===== config.mk =====
export PLATFORM = sky130hd
export DESIGN_NAME = pwm_glow_bank
export DESIGN_NICKNAME = d
export VERILOG_FILES = /design/src/rtl/pwm_glow_pkg.sv /design/src/rtl/pwm_glow_ramp.sv /design/src/rtl/pwm_glow_bank.sv
export SDC_FILE = /design/constraint.sdc
export NUM_CORES = 1
export LEC_CHECK = 0
export BUFFER_PORTS_ARGS = -buffer_cell sky130_fd_sc_hd__buf_2
export CORE_MARGIN = 5
export CORE_UTILIZATION = 55
export CTS_CLUSTER_DIAMETER = 100
export CTS_CLUSTER_SIZE = 12
export DETAILED_ROUTE_END_ITERATION = 10
export PLACE_DENSITY_LB_ADDON = 0.05
export SETUP_SLACK_MARGIN = 0.5
export SLEW_MARGIN = 40
export SYNTH_ARGS = -nofsm -noshare
export SYNTH_HDL_FRONTEND = slang
export SYNTH_HIERARCHICAL = 1
export SYNTH_SLANG_ARGS = --single-unit

===== constraint.sdc =====
create_clock -name clk_25mhz -period 2.7 [get_ports clk_25mhz]
set_input_delay 0.135 -clock clk_25mhz [delete_from_list [all_inputs] [get_ports clk_25mhz]]
set_output_delay 0.135 -clock clk_25mhz [all_outputs]
set_load 0.02 [all_outputs]

===== src/rtl/pwm_glow_pkg.sv =====
// Shared types for the PWM glow bank: per-channel LED modes, ramp direction
// and the prescaler width helper.
package pwm_glow_pkg;

    typedef enum logic [1:0] {
        OFF      = 2'd0,
        GLOW     = 2'd1,
        GLOW_INV = 2'd2,
        ON       = 2'd3
    } mode_e;

    typedef enum logic {
        UP   = 1'b0,
        DOWN = 1'b1
    } dir_e;

    // A divider of 1 still needs a one-bit counter that simply stays at zero.
    function automatic int pre_width(input int div);
        return (div > 1) ? $clog2(div) : 1;
    endfunction

endpackage


===== src/rtl/pwm_glow_ramp.sv =====
// Triangle ramp generator: a prescaler produces ramp ticks, and an UP/DOWN FSM
// walks the level 0..MAX..0. Prescaler, level and direction freeze while enable is low.
module pwm_glow_ramp
    import pwm_glow_pkg::*;
#(
    parameter int PWM_BITS = 4,
    parameter int STEP_DIV = 2
) (
    input  logic                clk,
    input  logic                rst,
    input  logic                enable,
    output logic [PWM_BITS-1:0] level
);

    localparam int                  PRE_W    = pre_width(STEP_DIV);
    localparam logic [PRE_W-1:0]    PRE_LAST = PRE_W'(STEP_DIV - 1);
    localparam logic [PWM_BITS-1:0] MAX      = '1;

    dir_e                dir;
    dir_e                dir_next;
    logic [PWM_BITS-1:0] level_next;
    logic [PRE_W-1:0]    pre;
    logic [PRE_W-1:0]    pre_next;
    logic                tick;

    always_ff @(posedge clk) begin
        if (rst) begin
            dir   <= UP;
            level <= '0;
            pre   <= '0;
        end else begin
            dir   <= dir_next;
            level <= level_next;
            pre   <= pre_next;
        end
    end

    // Turnaround steps straight to the neighbouring level so the peak and the
    // floor each appear for only one tick per triangle.
    always_comb begin
        dir_next   = dir;
        level_next = level;
        pre_next   = pre;
        tick       = 1'b0;
        if (enable) begin
            if (pre == PRE_LAST) begin
                pre_next = '0;
                tick     = 1'b1;
            end else begin
                pre_next = pre + 1'b1;
            end
        end
        if (tick) begin
            case (dir)
                UP: begin
                    if (level == MAX) begin
                        dir_next   = DOWN;
                        level_next = MAX - 1'b1;
                    end else begin
                        level_next = level + 1'b1;
                    end
                end
                DOWN: begin
                    if (level == '0) begin
                        dir_next   = UP;
                        level_next = PWM_BITS'(1);
                    end else begin
                        level_next = level - 1'b1;
                    end
                end
                default: begin
                    dir_next = UP;
                end
            endcase
        end
    end

endmodule


===== src/rtl/pwm_glow_bank.sv =====
// Bank of PWM LED channels sharing one triangle ramp. Optional macro
// PWM_GLOW_GAMMA_EN squares the duty curve: f(x) = (x*x) >> PWM_BITS.
module pwm_glow_bank
    import pwm_glow_pkg::*;
#(
    parameter int CHANNELS = 8,
    parameter int PWM_BITS = 4,
    parameter int STEP_DIV = 2097152
) (
    input  logic                  clk_25mhz,
    input  logic                  rst,
    input  logic                  enable,
    input  logic [2*CHANNELS-1:0] mode,
    output logic [CHANNELS-1:0]   led,
    output logic                  period_start,
    output logic [PWM_BITS-1:0]   level
);

    localparam logic [PWM_BITS-1:0] MAX = '1;

    logic [PWM_BITS-1:0] pwm_cnt;
    logic [PWM_BITS-1:0] duty_q    [CHANNELS];
    logic [PWM_BITS-1:0] duty_next [CHANNELS];
    mode_e               mode_q    [CHANNELS];
    mode_e               mode_in   [CHANNELS];

    function automatic logic [PWM_BITS-1:0] shape(input logic [PWM_BITS-1:0] x);
`ifdef PWM_GLOW_GAMMA_EN
        logic [2*PWM_BITS-1:0] sq;
        sq = {{PWM_BITS{1'b0}}, x} * {{PWM_BITS{1'b0}}, x};
        return sq[2*PWM_BITS-1:PWM_BITS];
`else
        return x;
`endif
    endfunction

    pwm_glow_ramp #(
        .PWM_BITS (PWM_BITS),
        .STEP_DIV (STEP_DIV)
    ) u_ramp (
        .clk    (clk_25mhz),
        .rst    (rst),
        .enable (enable),
        .level  (level)
    );

    always_comb begin
        for (int i = 0; i < CHANNELS; i++) begin
            mode_in[i]   = mode_e'(mode[2*i +: 2]);
            duty_next[i] = '0;
            case (mode_in[i])
                GLOW:     duty_next[i] = shape(level);
                GLOW_INV: duty_next[i] = shape(MAX - level);
                ON:       duty_next[i] = MAX;
                default:  duty_next[i] = '0;
            endcase
        end
    end

    // Duty and mode only change on the last count of a period, so a period
    // never mixes two settings; a coincident ramp tick is seen next period.
    always_ff @(posedge clk_25mhz) begin
        if (rst) begin
            pwm_cnt      <= '0;
            period_start <= 1'b0;
            led          <= '0;
            for (int i = 0; i < CHANNELS; i++) begin
                duty_q[i] <= '0;
                mode_q[i] <= OFF;
            end
        end else begin
            pwm_cnt      <= pwm_cnt + 1'b1;
            period_start <= (pwm_cnt == '0);
            for (int i = 0; i < CHANNELS; i++) begin
                led[i] <= (mode_q[i] == ON) || (pwm_cnt < duty_q[i]);
                if (pwm_cnt == MAX) begin
                    duty_q[i] <= duty_next[i];
                    mode_q[i] <= mode_in[i];
                end
            end
        end
    end

endmodule


==> flow_metrics.env <==
export IMPL_die_h_um=101.4
export IMPL_drv_slew=0
export IMPL_p_int_uw=1953
export IMPL_seqCellArea_um2=2222
export IMPL_cts_resized=0
export IMPL_dp_slack_ns=0.6582
export IMPL_place_gp_congestion=0.8675
export IMPL_drive_above_1_share_pct=15.51
export IMPL_crit_fanout=7
export IMPL_pwr_share_seq_pct=57.0
export IMPL_area_delta_synth_final_pct=9.145
export IMPL_status="finished clean"
export IMPL_switching_share_pct=23.80
export IMPL_first_pass_iters=4
export IMPL_fillers=707
export IMPL_clkLatencyLatePin_ns=0.35
export IMPL_nets=521
export IMPL_use_met2_pct=32.14
export IMPL_die_area_um2=10290
export IMPL_synthXorXnorAreaFrac_pct=2.477
export IMPL_synthFlopType="edfxtp_1"
export IMPL_via_per_inst=5.471
export IMPL_synth_fp_nets=490
export IMPL_setup_tns_ns=0
export IMPL_synthSimpleGateAreaFrac_pct=18.18
export IMPL_antenna_found_initial=0
export IMPL_cts_sink_count=87
export IMPL_synth_seq_cells=87
export IMPL_initial_core_util_pct=56.23
export IMPL_power_leakage_uw=0.001871
export IMPL_setup_viol=0
export IMPL_required_ns=2.96
export IMPL_fin_crit_sh_pct=76.90
export IMPL_pin_count=32
export IMPL_drc_errors=0
export IMPL_root_buffer="clkbuf_8"
export IMPL_synth_compound_area_share_pct=9.200
export IMPL_relSlewSlack_pct=52.64
export IMPL_cpPeakStageDelay_ns=0.54
export IMPL_h_tree_depth=3
export IMPL_ys_seq_area_share_pct=48.34
export IMPL_clockPowerShare_pct=34.1
export IMPL_ir_drop_mv=0.2932
export IMPL_row_count=33
export IMPL_power_density_nw_per_um2=510.8
export IMPL_die_x_um=101.4
export IMPL_ctsHoldBuffers=0
export IMPL_hp_class="in2reg"
export IMPL_crit_family="simple AND/OR/NAND/NOR gates"
export IMPL_rsz0062_at_grt="no"
export IMPL_syn_avg_cell_area_um2=10.42
export IMPL_max_cap_violations=0
export IMPL_wl_per_cell_um=15.19
export IMPL_diodes=0
export IMPL_synth_warnings=6
export IMPL_postSynthCellCount=441
export IMPL_grt_pass1_vias=3049
export IMPL_gr_max_usage_layer="met2"
export IMPL_post_route_min_period_ns=2.076
export IMPL_clk_pin_slew_ns=0.09
export IMPL_use_met3_pct=4.270
export IMPL_synth_adder_area_share_pct=8.165
export IMPL_grt_usage_pct=18.64
export IMPL_grt_pass1_wl_mm=14.87
export IMPL_totalWireLength_mm=8.843
export IMPL_cpMaxStageDelayCell="or4_4"
export IMPL_cts_tree="yes"
export IMPL_r2r_slack_ns=0.62
export IMPL_grt_max_degree=38
export IMPL_cp_buffers_inverters=0
export IMPL_critPathKind="reg2reg"
export IMPL_use_met1_pct=23.38
export IMPL_cts_buffer_depth=2
export IMPL_arrival_ns=2.34
export IMPL_post_cts_buffers=0
export IMPL_clock_skew_ns=0.01101
export IMPL_cts_buffers_inserted=9
export IMPL_p_sw_uw=609.9
export IMPL_syn_cell_area_um2=4597
export IMPL_hpwlAfterDp_mm=6.124
export IMPL_multi_input_area_um2=2111
export IMPL_hold_violations=0
export IMPL_cp_end_kind="flop"
export IMPL_numPortBuffers=31
export IMPL_ant_nets=0
export IMPL_post_route_worst_setup_slack_ns=0.6237
export IMPL_grt_ovfl_total=0
export IMPL_crit_path_start_kind="flop"
export IMPL_vias=3184
export IMPL_drtIter0Drc=84
export IMPL_fmax_mhz=481.6
export IMPL_postSynth_asyncResetShare_pct=0
export IMPL_synth_top_family_by_area="simple AND/OR/NAND/NOR gates"
export IMPL_fin_area_um2=5017
export IMPL_synth_mux_area_share_pct=7.866
export IMPL_fp_coreArea_um2=8175
export IMPL_placed_area_um2=4830
export IMPL_synth_edf_count=48
export IMPL_worstPathCellList="ha_1 -> nand4_2 -> or2_1 -> or4_4 -> a221oi_2"
export IMPL_worst_pin_slew_ns=0.7077
export IMPL_p_comb_share_pct=8.9
export IMPL_netlist_cell_type_count=49
## power by group through the flow
stage	combinational [uW]	sequential [uW]	clock, uW
finish	228	1460	874
global route	260	1470	962
CTS	234	1460	901
detailed placement	231	1490	0
global placement	226	1490	0
floorplan	122	1520	0
## Yosys cell counts (4+ instances only)
master	n	area share, %
nor2_2	7	0.95
nor3_1	5	0.54
buf_2	6	0.65
buf_6	4	0.98
mux2i_1	35	7.6
edfxtp_1	48	31
xnor2_1	9	1.7
o21ai_0	13	1.4
inv_1	34	2.8
nand3_1	11	1.2
a31oi_1	5	0.68
nor2_1	43	3.5
nand2_1	15	1.2
dfxtp_1	39	17
a21oi_1	28	3.0
o211ai_1	9	1.5
and4_1	6	1.1
and2_1	12	1.6
nor2b_1	6	0.82
ha_1	30	8.2
clkbuf_1	10	0.82
xor2_1	4	0.76
or3_1	9	1.2
nor3b_1	8	1.3
nand2b_1	5	0.68
## flip-flops by register name, indices dropped and copies added, names as in the netlist
register	flops
u_ramp/pre	21
duty_q	32
led	8
pwm_cnt	4
mode_q	16
u_ramp/dir	1
u_ramp/level	4
period_start	1
## stage by stage
| stage | total power (uW) | hold slack [ns] | util [%] | cells |
|---|---|---|---|---|
| 4_1_cts | 2596 | 0.05589 | 61.37 | 582 |
| 6_report | 2563 | 0.06688 | 61.37 | 582 |
| 3_3_place_gp | 1717 | 0.4509 | 59.08 | 566 |
| 5_1_grt | 2688 | 0.06826 | 61.37 | 582 |
| 3_5_place_dp | 1724 | 0.4469 | 59.08 | 566 |
| 2_1_floorplan | 1637 | 0.3220 | - | 441 |
## final cells by class
| type | count | share of cell area, % |
|---|---|---|
| clock buffer | 9 | 2.469 |
| clock inverter | 7 | 1.272 |
| inverter | 34 | 2.544 |
| multi-input combinational | 298 | 42.07 |
| sequential | 87 | 44.29 |
| tap | 105 | 2.618 |
| timing repair buffer | 42 | 4.738 |
## placed cells by master (no fill, tap or decap), types with 8 or more instances in the layout
cell      synthesis  layout
clkbuf_8          0       9
o21ai_0          13      13
nand3_1          11      11
dfxtp_1          39      39
inv_1            34      34
or3_1             9       9
buf_4             0      11
mux2i_1          35      35
a21oi_1          28      28
xnor2_1           9       9
buf_2             6      31
nor3b_1           8       8
edfxtp_1         48      48
nor2_1           43      43
nand2_1          15      15
and2_1           12      12
o211ai_1          9       9
ha_1             30      30
## final timing paths
| path | from | to | depth (start not counted) |
|---|---|---|---|
| worst max register to register | u_ramp/pre[0] | u_ramp/level[2] | 5 |
| worst min-delay path | rst | led[1] | 2 |
| worst max-delay path | u_ramp/pre[0] | u_ramp/level[2] | 5 |
| worst min register to register | mode_q[1][5] | led[6] | 2 |
## layer usage
metal  part of all wire [%]  wire length [um]
met2                     50              4416
met3                    3.1               275
met5                      0                 0
met4                    1.3               114
met1                     46              4037
## logic make-up after synthesis
family | count (synthesis)
xor+xnor | 13
flops | 87
mux | 36
compound gates | 70
fa+ha+maj | 30
simple gates | 149
buf+inv | 56
(Power assumes the default switching activity.)
